**src/rtl/stopwatch_ctrl.sv**
```systemverilog
// Stopwatch control: conditions the three raw buttons, runs the IDLE/RUN/PAUSE/LAP
// state machine and divides the clock down to one-cycle count-advance strobes.
module stopwatch_ctrl #(
  parameter int unsigned TICK_DIV     = 50_000_000,
  parameter int unsigned DEBOUNCE_CYC = 1_000_000
) (
  input  logic       clk_50Mhz,
  input  logic       reset,
  input  logic       start_pause,
  input  logic       clear_btn,
  input  logic       lap_btn,
  output logic       cnt_en,
  output logic       cnt_clr,
  output logic       lap_hold,
  output logic [1:0] state
);

  localparam int unsigned PS_W = $clog2(TICK_DIV);
  localparam int unsigned DB_W = (DEBOUNCE_CYC > 1) ? $clog2(DEBOUNCE_CYC) : 1;
  localparam logic [PS_W-1:0] PS_LAST = PS_W'(TICK_DIV - 1);
  localparam logic [DB_W-1:0] DB_LAST = DB_W'(DEBOUNCE_CYC - 1);

  localparam int unsigned B_START = 0;
  localparam int unsigned B_CLEAR = 1;
  localparam int unsigned B_LAP   = 2;
  localparam int unsigned N_BTN   = 3;

  typedef enum logic [1:0] {
    IDLE  = 2'b00,
    RUN   = 2'b01,
    PAUSE = 2'b10,
    LAP   = 2'b11
  } state_t;

  logic [N_BTN-1:0] w_btn_raw;
  logic [N_BTN-1:0] r_sync1;
  logic [N_BTN-1:0] r_sync2;
  logic [N_BTN-1:0] r_db_lvl;
  logic [N_BTN-1:0] r_press;
  logic [DB_W-1:0]  r_db_cnt [N_BTN];

  state_t           r_state;
  state_t           w_next;
  logic             w_sel_clr;
  logic             w_sel_start;
  logic             w_sel_lap;
  logic             w_clr_acc;
  logic             r_cnt_clr;

  logic [PS_W-1:0]  r_presc;
  logic             w_counting;
  logic             w_wrap;
  logic             r_cnt_en;

  assign w_btn_raw = {lap_btn, clear_btn, start_pause};

  always_ff @(posedge clk_50Mhz or negedge reset) begin
    if (!reset) begin
      r_sync1 <= '1;
      r_sync2 <= '1;
    end else begin
      r_sync1 <= w_btn_raw;
      r_sync2 <= r_sync1;
    end
  end

  // The press pulse is raised on the same edge the debounced level falls, so it is
  // high exactly during the first cycle of the new low level.
  always_ff @(posedge clk_50Mhz or negedge reset) begin
    if (!reset) begin
      for (int unsigned i = 0; i < N_BTN; i++) begin
        r_db_cnt[i] <= '0;
      end
      r_db_lvl <= '1;
      r_press  <= '0;
    end else begin
      r_press <= '0;
      for (int unsigned i = 0; i < N_BTN; i++) begin
        if (r_sync2[i] == r_db_lvl[i]) begin
          r_db_cnt[i] <= '0;
        end else if (r_db_cnt[i] == DB_LAST) begin
          r_db_cnt[i] <= '0;
          r_db_lvl[i] <= r_sync2[i];
          r_press[i]  <= ~r_sync2[i];
        end else begin
          r_db_cnt[i] <= r_db_cnt[i] + DB_W'(1);
        end
      end
    end
  end

  always_comb begin
    w_sel_clr   = r_press[B_CLEAR];
    w_sel_start = r_press[B_START] & ~r_press[B_CLEAR];
    w_sel_lap   = r_press[B_LAP] & ~r_press[B_START] & ~r_press[B_CLEAR];
  end

  always_comb begin
    w_next    = r_state;
    w_clr_acc = 1'b0;
    case (r_state)
      IDLE: begin
        if (w_sel_clr) begin
          w_clr_acc = 1'b1;
        end else if (w_sel_start) begin
          w_next = RUN;
        end
      end
      RUN: begin
        if (w_sel_start) begin
          w_next = PAUSE;
        end else if (w_sel_lap) begin
          w_next = LAP;
        end
      end
      LAP: begin
        if (w_sel_start) begin
          w_next = PAUSE;
        end else if (w_sel_lap) begin
          w_next = RUN;
        end
      end
      PAUSE: begin
        if (w_sel_clr) begin
          w_next    = IDLE;
          w_clr_acc = 1'b1;
        end else if (w_sel_start) begin
          w_next = RUN;
        end
      end
      default: w_next = IDLE;
    endcase
  end

  always_ff @(posedge clk_50Mhz or negedge reset) begin
    if (!reset) begin
      r_state   <= IDLE;
      r_cnt_clr <= 1'b0;
    end else begin
      r_state   <= w_next;
      r_cnt_clr <= w_clr_acc;
    end
  end

  // Prescaler decisions use the pre-transition state, so a wrap on a RUN->PAUSE
  // press cycle still produces its tick.
  assign w_counting = (r_state == RUN) || (r_state == LAP);
  assign w_wrap     = w_counting && (r_presc == PS_LAST);

  always_ff @(posedge clk_50Mhz or negedge reset) begin
    if (!reset) begin
      r_presc  <= '0;
      r_cnt_en <= 1'b0;
    end else begin
      r_cnt_en <= w_wrap;
      if (r_state == IDLE) begin
        r_presc <= '0;
      end else if (w_counting) begin
        r_presc <= w_wrap ? '0 : r_presc + PS_W'(1);
      end
    end
  end

  assign cnt_en   = r_cnt_en;
  assign cnt_clr  = r_cnt_clr;
  assign lap_hold = (r_state == LAP);
  assign state    = r_state;

endmodule

```
**config.mk**
```make
export PLATFORM = sky130hd
export DESIGN_NAME = stopwatch_ctrl
export DESIGN_NICKNAME = d
export VERILOG_FILES = /design/src/rtl/stopwatch_ctrl.sv
export SDC_FILE = /design/constraint.sdc
export NUM_CORES = 1
export LEC_CHECK = 0
export CAP_MARGIN = 20
export CORE_AREA = 8 8 158 86
export CTS_CLUSTER_SIZE = 24
export DETAILED_ROUTE_END_ITERATION = 8
export DIE_AREA = 0 0 166 94
export GPL_TIMING_DRIVEN = 0
export PLACE_DENSITY = 0.6
export SETUP_SLACK_MARGIN = 0.3
export SLEW_MARGIN = 20
export SYNTH_ARGS = -nofsm -noshare
export SYNTH_HDL_FRONTEND = slang
export SYNTH_SLANG_ARGS = --single-unit
```
**constraint.sdc**
```tcl
create_clock -name clk_50Mhz -period 5.6 [get_ports clk_50Mhz]
set_input_delay 1.12 -clock clk_50Mhz [delete_from_list [all_inputs] [get_ports clk_50Mhz]]
set_output_delay 1.12 -clock clk_50Mhz [all_outputs]
set_load 0.02 [all_outputs]
```
==> metrics.yaml <==
layout_commonest_cell: "dfrtp_1"
cts_resized: 0
yosysWarnings: 0
cp.arrival_ps: 1970
ys_ff_latch: 102
drive_gt1_share_pct: 11.7
cts_max_path_buffers: 2
finalSetupTns_ps: 0
powerDensity_mw_per_mm2: 258
nNetsFinal: 517
cts_inserted_buffers: 9
grt_first_pass_wirelength_um: 17400
grt_max_degree: 72
fin_skew_ps: 9.41
avgSynthCellArea_um2: 10.2
gp_congestion: 0.827
numClockSinks: 102
post_cts_buffers: 0
path_cells: "clkbuf_1, and2_1, clkdlybuf4s50_1"
track_usage_pct: 13.6
grt_pass1_vias: 3443
die_area_mm2: 0.0156
fin_crit_sh_pct: 55.2
status: "complete, no violations"
grt-ovfl-total: 0
crit_family: "buffers and inverters"
ir_worst_vdd_mv: 0.132
finalCriticalPeriod_ps: 3090
clock_latency_ps: 350
htreeDepth: 3
crit_path_end_kind: "primary output"
drt_iter0_markers: 254
seq_area_frac_synth_pct: 51.8
ys_types: 44
ant_nets: 0
slew_headroom_pct: 43.7
worst_slew_pin_slew_ps: 838
start_util_pct: 43.4
critPathMaxFanout: 10
drt-vias-per-instance: 5.34
die_w_um: 166
ys_async_sr_fraction_pct: 100
wl_per_cell_um: 15.2
synth_cells: 486
ioPinCount: 10
antenna_found_initial: 0
cts_hold_buf: 0
cp.required_ps: 4480
syn_to_final_growth_pct: 12.3
hold_viol: 0
finalMaxSlewViolations: 0
fp.dieH_um: 94
worst_path_max_delay_cell: "clkdlybuf4s50_1"
cts_tree: "built"
clkTransAtPathRegs_ps: 70
p_total_mw: 1.43
syn_area_mm2: 0.00495
synth_fp_nets: 496
cts-root-buf: "clkbuf_16"
num_antenna_cells: 0
io_buffers: 9
final_cell_mix: "dfrtp_1, nor2_1, xnor2_1, nand2_1, nand3_1"
via_count: 3538
synth_edf_count: 0
fin_cells: 662
drc: 0
cap_violations: 0
dr.pass1.iters: 4
leakagePower_nw: 2.36
criticalPathCategory: "flip-flop to primary output"
dp_cells: 646
hold_class: "flip-flop to flip-flop"
coreArea_mm2: 0.0114
rsz0062_at_grt: "false"
synth_ff_type: "dfrtp_1"
cp_num_buf_inv: 2
rows: 28
setup_viol: 0
cp-start-kind: "flip-flop"
cp_slowest_stage_delay_ps: 600
wl_um: 10000
dp_hpwl_um: 6910
max_freq_mhz: 323
==> where the power goes <==
part           internal [mW]  switching [mW]
sequential             0.745         0.00648
clock                  0.353           0.287
combinational         0.0121          0.0263
==> metrics by stage <==
stage               hold WS [ps]  utilization, %  cell area (um2)  setup slack, ps
finish                       357            48.8             5560             2510
global route                 357            48.8             5560             2410
CTS                          359            48.8             5560             2480
detailed placement           348            46.1             5250             2870
global placement             347            45.9             5220             -500
floorplan                    345               -             4950             3450
==> final timing paths <==
kind / depth (start not counted) / to / start / slack (ps)
max: 3 / lap_hold / state[0]$_DFFE_PN0P_ / 2510
min: 0 / r_sync2[1]$_DFF_PN1_ / r_sync1[1]$_DFF_PN1_ / 360
max reg2reg: 6 / r_presc[18]$_DFFE_PN0P_ / r_presc[0]$_DFFE_PN0P_ / 3340
min reg2reg: 0 / r_sync2[1]$_DFF_PN1_ / r_sync1[1]$_DFF_PN1_ / 360
max in group asynchronous: 2 / r_db_lvl[1]$_DFFE_PN1P_ / reset / 4280
min in group asynchronous: 1 / r_db_cnt[32]$_DFF_PN0_ / reset / 650
==> flip-flops by register name (all words and copies together), names as in the netlist <==
signal    count
cnt_clr       1
cnt_en        1
r_db_cnt     60
r_db_lvl      3
r_presc      26
r_press       3
r_sync1       3
r_sync2       3
state         2
==> layer usage <==
layer / share of wire, % / GRT usage, % / vias up
met5: 0 / 0 / -
met4: 1.0 / 4.06 / 0
met3: 3.7 / 3.23 / 14
met2: 41 / 19.4 / 52
met1: 54 / 20.0 / 1735
li1: - / - / 1737
==> cells by family after synthesis <==
| family | Yosys count | synth area share (%) |
|---|---|---|
| muxes | 4 | 0.911 |
| DFF | 102 | 51.8 |
| buffers and inverters | 30 | 3.14 |
| and+or+nand+nor | 232 | 24.6 |
| adders and majority gates | 5 | 1.26 |
| AOI/OAI and AO/OA | 51 | 7.31 |
| xor gates and xnor gates | 62 | 11.0 |
==> Yosys cell counts (10+ instances only) <==
| cell | number | share of area [%] |
|---|---|---|
| nand2_1 | 33 | 2.5 |
| nor2_1 | 81 | 6.1 |
| nand4_1 | 17 | 2.2 |
| dfrtp_1 | 93 | 47 |
| xnor2_1 | 33 | 5.8 |
| inv_1 | 11 | 0.83 |
| nand2b_1 | 10 | 1.3 |
| buf_2 | 10 | 1.0 |
| nand3_1 | 32 | 3.2 |
| a31oi_1 | 19 | 2.4 |
| xor2_1 | 29 | 5.1 |
| nor3_1 | 10 | 1.0 |
| and3_1 | 11 | 1.4 |
==> cell type report <==
type | count | area, um2
fill | 1027 | 5830
sequential | 102 | 2560
clock inverter | 7 | 77.6
inverter | 11 | 41.3
buffer | 19 | 114
timing repair buffer | 10 | 119
tap | 150 | 188
multi-input combinational | 354 | 2230
clock buffer | 9 | 225
Power figures use the tool's default switching activity.
